$ cat src/rtl/riscv_ctrl_pkg.sv
// Shared encodings for the multicycle RV32I control path: FSM states, opcodes,
// ALUOP codes and datapath mux selects.
package riscv_ctrl_pkg;

  typedef enum logic [3:0] {
    ST_FETCH   = 4'd0,
    ST_DECODE  = 4'd1,
    ST_MEMADR  = 4'd2,
    ST_MEMREAD = 4'd3,
    ST_MEMWB   = 4'd4,
    ST_MEMWR   = 4'd5,
    ST_EXECR   = 4'd6,
    ST_EXECI   = 4'd7,
    ST_ALUWB   = 4'd8,
    ST_BEQ     = 4'd9,
    ST_JAL     = 4'd10,
    ST_HALT    = 4'd11
  } state_e;

  localparam logic [6:0] OP_LW    = 7'b0000011;
  localparam logic [6:0] OP_SW    = 7'b0100011;
  localparam logic [6:0] OP_RTYPE = 7'b0110011;
  localparam logic [6:0] OP_ITYPE = 7'b0010011;
  localparam logic [6:0] OP_BEQ   = 7'b1100011;
  localparam logic [6:0] OP_JAL   = 7'b1101111;

  localparam logic [1:0] ALUOP_ADD   = 2'b00;
  localparam logic [1:0] ALUOP_SUB   = 2'b01;
  localparam logic [1:0] ALUOP_FUNCT = 2'b10;

  localparam logic [1:0] RES_ALUOUT    = 2'b00;
  localparam logic [1:0] RES_DATA      = 2'b01;
  localparam logic [1:0] RES_ALURESULT = 2'b10;

  localparam logic [1:0] SRCA_PC    = 2'b00;
  localparam logic [1:0] SRCA_OLDPC = 2'b01;
  localparam logic [1:0] SRCA_RD1   = 2'b10;

  localparam logic [1:0] SRCB_RD2  = 2'b00;
  localparam logic [1:0] SRCB_IMM  = 2'b01;
  localparam logic [1:0] SRCB_FOUR = 2'b10;

endpackage

$ cat src/rtl/multicycle_main_fsm.sv
// Main control FSM of the multicycle RV32I core: sequences fetch/decode/execute/
// memory/writeback over the shared datapath and stalls on the MEMREADY handshake.
module multicycle_main_fsm
  import riscv_ctrl_pkg::*;
#(
  parameter bit MEM_WAIT_EN = 1'b1
) (
  input  logic       CLK,
  input  logic       RST,
  input  logic [6:0] OP,
  input  logic       ZERO,
  input  logic       MEMREADY,
  output logic       PCWRITE,
  output logic       ADRSRC,
  output logic       MEMWRITE,
  output logic       IRWRITE,
  output logic       REGWRITE,
  output logic [1:0] RESULTSRC,
  output logic [1:0] ALUSRCA,
  output logic [1:0] ALUSRCB,
  output logic [1:0] ALUOP,
  output logic       ILLEGAL,
  output logic [3:0] STATE
);

  // Handshake: MEMREADY=1 in a cycle means the memory finished the access
  // presented that cycle; a waiting state advances only on such a cycle.
  state_e state_q, state_d;
  logic   illegal_q, illegal_d;
  logic   mem_rdy;
  logic   pc_update, branch;

  assign mem_rdy = MEM_WAIT_EN ? MEMREADY : 1'b1;

  always_ff @(posedge CLK) begin
    if (RST) begin
      state_q   <= ST_FETCH;
      illegal_q <= 1'b0;
    end else begin
      state_q   <= state_d;
      illegal_q <= illegal_d;
    end
  end

  always_comb begin
    state_d   = ST_FETCH;
    illegal_d = illegal_q;
    case (state_q)
      ST_FETCH:   state_d = mem_rdy ? ST_DECODE : ST_FETCH;
      ST_DECODE: begin
        case (OP)
          OP_LW, OP_SW: state_d = ST_MEMADR;
          OP_RTYPE:     state_d = ST_EXECR;
          OP_ITYPE:     state_d = ST_EXECI;
          OP_BEQ:       state_d = ST_BEQ;
          OP_JAL:       state_d = ST_JAL;
          default: begin
            state_d   = ST_HALT;
            illegal_d = 1'b1;
          end
        endcase
      end
      ST_MEMADR:  state_d = OP[5] ? ST_MEMWR : ST_MEMREAD;
      ST_MEMREAD: state_d = mem_rdy ? ST_MEMWB : ST_MEMREAD;
      ST_MEMWB:   state_d = ST_FETCH;
      ST_MEMWR:   state_d = mem_rdy ? ST_FETCH : ST_MEMWR;
      ST_EXECR, ST_EXECI, ST_JAL: state_d = ST_ALUWB;
      ST_ALUWB, ST_BEQ:           state_d = ST_FETCH;
      ST_HALT:    state_d = ST_HALT;
      default:    state_d = ST_FETCH;
    endcase
  end

  always_comb begin
    pc_update = 1'b0;
    branch    = 1'b0;
    ADRSRC    = 1'b0;
    MEMWRITE  = 1'b0;
    IRWRITE   = 1'b0;
    REGWRITE  = 1'b0;
    RESULTSRC = RES_ALUOUT;
    ALUSRCA   = SRCA_PC;
    ALUSRCB   = SRCB_RD2;
    ALUOP     = ALUOP_ADD;
    case (state_q)
      ST_FETCH: begin
        ALUSRCA   = SRCA_PC;
        ALUSRCB   = SRCB_FOUR;
        RESULTSRC = RES_ALURESULT;
        IRWRITE   = mem_rdy;
        pc_update = mem_rdy;
      end
      ST_DECODE: begin
        ALUSRCA = SRCA_OLDPC;
        ALUSRCB = SRCB_IMM;
      end
      ST_MEMADR: begin
        ALUSRCA = SRCA_RD1;
        ALUSRCB = SRCB_IMM;
      end
      ST_MEMREAD: ADRSRC = 1'b1;
      ST_MEMWB: begin
        RESULTSRC = RES_DATA;
        REGWRITE  = 1'b1;
      end
      ST_MEMWR: begin
        ADRSRC   = 1'b1;
        MEMWRITE = 1'b1;
      end
      ST_EXECR: begin
        ALUSRCA = SRCA_RD1;
        ALUOP   = ALUOP_FUNCT;
      end
      ST_EXECI: begin
        ALUSRCA = SRCA_RD1;
        ALUSRCB = SRCB_IMM;
        ALUOP   = ALUOP_FUNCT;
      end
      ST_ALUWB: REGWRITE = 1'b1;
      ST_BEQ: begin
        ALUSRCA = SRCA_RD1;
        ALUOP   = ALUOP_SUB;
        branch  = 1'b1;
      end
      ST_JAL: begin
        ALUSRCA   = SRCA_OLDPC;
        ALUSRCB   = SRCB_FOUR;
        pc_update = 1'b1;
      end
      default: ;
    endcase
    PCWRITE = pc_update | (branch & ZERO);
    // Reset overrides every strobe and select so nothing leaks into the datapath.
    if (RST) begin
      PCWRITE   = 1'b0;
      ADRSRC    = 1'b0;
      MEMWRITE  = 1'b0;
      IRWRITE   = 1'b0;
      REGWRITE  = 1'b0;
      RESULTSRC = 2'b00;
      ALUSRCA   = 2'b00;
      ALUSRCB   = 2'b00;
      ALUOP     = 2'b00;
    end
  end

  assign ILLEGAL = illegal_q;
  assign STATE   = state_q;

endmodule

$ cat config.mk
export PLATFORM = sky130hd
export DESIGN_NAME = multicycle_main_fsm
export DESIGN_NICKNAME = d
export VERILOG_FILES = /design/src/rtl/riscv_ctrl_pkg.sv /design/src/rtl/multicycle_main_fsm.sv
export SDC_FILE = /design/constraint.sdc
export NUM_CORES = 1
export LEC_CHECK = 0
export BUFFER_PORTS_ARGS = -buffer_cell sky130_fd_sc_hd__clkbuf_2
export CORE_AREA = 2 2 39 41
export DETAILED_ROUTE_END_ITERATION = 12
export DIE_AREA = 0 0 41 43
export GPL_TIMING_DRIVEN = 1
export PLACE_DENSITY = 0.75
export SYNTH_ARGS = -nofsm -noshare
export SYNTH_HDL_FRONTEND = slang
export SYNTH_SLANG_ARGS = --single-unit
$ cat constraint.sdc
create_clock -name CLK -period 2.46 [get_ports CLK]
set_clock_uncertainty 0.2 [all_clocks]
set_input_delay 0.369 -clock CLK [delete_from_list [all_inputs] [get_ports CLK]]
set_output_delay 0.369 -clock CLK [all_outputs]
set_load 0.01 [all_outputs]
==> impl_metrics.json <==
{
  "worstHoldEndpoint": "ILLEGAL",
  "wl_met3_um": 101,
  "internal_power_mw": 0.379,
  "fin_crit_sh": 0.898,
  "top_layer": "met3",
  "post_cts_buffers": 0,
  "ctsHoldBuffers": 0,
  "combPwrFrac": 0.589,
  "drtIter0Drc": 15,
  "reg2regPathDepth": 4,
  "tightestPinTransition_ps": 578,
  "syn_nets": 93,
  "hold_depth": 2,
  "yosys.area.top_type": "dfxtp_1",
  "ys_ff_latch": 5,
  "layout-drive-gt1-share": 0.315,
  "dp.cells": 120,
  "leakage_nw": 0.303,
  "synth.area.mux_share": 0.0177,
  "synthSimpleGateAreaFrac": 0.419,
  "fin_ws_ps": 251,
  "grt_pass1_vias": 532,
  "start_util": 0.408,
  "fin_cells": 124,
  "syn_inst": 82,
  "finish.utilization": 0.521,
  "die_w_um": 41,
  "dieArea_um2": 1760,
  "rows": 14,
  "min_period_ps": 2210,
  "cts_tree": "yes",
  "routed_via_density": 5.53,
  "powerDensity_nw_per_um2": 1030,
  "dp_hpwl_um": 1150,
  "clock_latency_ps": 230,
  "max_slew_margin": 0.614,
  "p_seq_frac": 0.288,
  "synth_top_cell_area_share": 0.177,
  "yosys_warnings": 0,
  "postRouteWirelength_um": 1450,
  "drv_cap": 0,
  "ant_nets": 0,
  "min_from": "RST",
  "grt.total_usage": 0.176,
  "crit_required_ps": 1890,
  "rrSetupSlack_ps": 720,
  "crit_arrival_ps": 1640,
  "synthTopCellsByArea": "dfxtp_1 18%, nand2b_1 8.9%, a21oi_1 7.1%, nor3_1 7.1%, nor2_1 6.7%",
  "rr_endpoint": "STATE[0]",
  "met2_length_um": 683,
  "via_count": 686,
  "cts_buffers": 3,
  "io_buffers": 28,
  "setup_viol": 0,
  "pwr-share-clk": 0.122,
  "fmax_mhz": 453,
  "fin_tns_setup_ps": 0,
  "clk_path_buf_depth": 2,
  "synth_compound_area_frac": 0.248,
  "synth_area_um2": 564,
  "gp_congestion": 0.870,
  "nNetsFinal": 120,
  "overflow": 0,
  "h-tree-depth": 1,
  "synth-seq-area-share": 0.177,
  "drc": 0,
  "area_growth_pct": 27.7,
  "p_sw_frac": 0.489,
  "synth_cell_type_count": 33,
  "rsz0062_at_grt": "false",
  "hold_path.class": "in -> reg",
  "cts_resized": 0,
  "clk_pin_slew_ps": 40,
  "vdd_ir_drop_max_mv": 0.552,
  "pin_count": 29,
  "p_switching_mw": 0.363,
  "syn_area_per_cell_um2": 6.88,
  "cp-start-kind": "register",
  "drv_slew": 0,
  "hold_viol_final": 0,
  "clkSinkCount": 5,
  "wl_met1_um": 665,
  "fp.dieH_um": 43,
  "r2r-start": "STATE[3]",
  "cp_max_fo": 15,
  "grt_antenna_before_repair": 0,
  "num_antenna_cells": 0,
  "end_kind": "primary output",
  "synth_top_family_by_area": "simple AND/OR/NAND/NOR gates",
  "synth_xor_xnor_area_share": 0.0621,
  "grt_max_degree": 19,
  "power.total_mw": 0.742,
  "grt_pass1_wl_um": 2230,
  "crit_type": "reg -> out",
  "status": "finished clean",
  "place_ws_ps": 400,
  "wl_per_cell_um": 11.7,
  "synth_fa_ha_area_frac": 0,
  "cts-root-buf": "clkbuf_4",
  "core_um2": 1380,
  "first_pass_iters": 4
}
## layout make-up
| type | count | area [µm²] |
|---|---|---|
| clock buffer | 4 | 26.3 |
| fill | 154 | 663 |
| inverter | 3 | 11.3 |
| multi-input combinational | 68 | 422 |
| sequential | 5 | 101 |
| tap | 16 | 20.0 |
| timing repair buffer | 28 | 140 |
## power groups by stage
| stage | Clock, mW | Combinational [mW] | Sequential, mW |
|---|---|---|---|
| 2_1_floorplan | 0 | 0.371 | 0.156 |
| 3_3_place_gp | 0 | 0.430 | 0.211 |
| 3_5_place_dp | 0 | 0.440 | 0.214 |
| 4_1_cts | 0.0946 | 0.441 | 0.212 |
| 5_1_grt | 0.102 | 0.490 | 0.227 |
| 6_report | 0.0909 | 0.437 | 0.214 |
## how the worst max path moves through the flow
stage,startpoint,end,cells after the start
6_report,STATE[0],PCWRITE,5
5_1_grt,STATE[0],PCWRITE,5
4_1_cts,STATE[1],PCWRITE,5
3_5_place_dp,STATE[1],PCWRITE,5
3_3_place_gp,STATE[1],PCWRITE,5
2_1_floorplan,STATE[1],IRWRITE,3
## kinds of logic (layout without fill, tap and decap cells)
family                    count (synthesis)  in the layout
AOI/OAI and AO/OA                        19             19
xor gates and xnor gates                  4              4
buffers and inverters                     9             35
DFF                                       5              5
muxes                                     1              1
and+or+nand+nor                          44             44
## cells in the mapped netlist (all sizes together)
cell / n
a22oi: 1
xor2: 1
nand2: 4
o22a: 1
a222oi: 1
a221o: 2
xnor2: 3
nor4: 2
or3: 2
mux2i: 1
nand3: 2
a211oi: 1
nand3b: 1
or2: 1
nand4bb: 1
o21ai: 1
nor4b: 1
inv: 3
a21oi: 8
a211o: 1
nor2: 10
o32ai: 1
nand2b: 8
nor3: 8
and2: 1
clkbuf: 1
o41ai: 1
nor2b: 3
o32a: 1
dfxtp: 5
buf: 5
## metrics by stage
step | area (µm²) | hold slack (ps)
finish | 721 | 273
global placement | 693 | 261
floorplan | 564 | 302
CTS | 719 | 268
detailed placement | 693 | 277
global route | 721 | 297
## worst max-delay path, stage by stage (launching register included)
cell and delay, ps:
dfxtp_1 590, nor2b_1 260, a21oi_1 90, o32a_1 180, nor3_1 130, clkbuf_2 160
## layout by cell type (no fill, tap or decap), types with 2 or more instances in the layout
master / synthesis / layout
nor4_1: 2 / 2
nand2_1: 4 / 4
nor2b_1: 3 / 3
xnor2_1: 3 / 3
a21oi_1: 8 / 8
clkbuf_2: 0 / 28
nor2_1: 10 / 10
or3_1: 2 / 2
a221o_1: 2 / 2
dfxtp_1: 5 / 4
nand2b_1: 8 / 8
inv_1: 2 / 2
clkbuf_4: 0 / 3
nand3_1: 2 / 2
nor3_1: 8 / 8
## routing by layer
layer,vias to the layer above,track usage
li1,349,-
met1,306,0.245
met5,-,0
met3,0,0.0314
met2,31,0.272
met4,0,0.0400
## flip-flops by register name, indices dropped and copies added, names as in the netlist
name and count:
STATE 4, ILLEGAL 1
No activity file was read; power rests on OpenSTA's default activity.
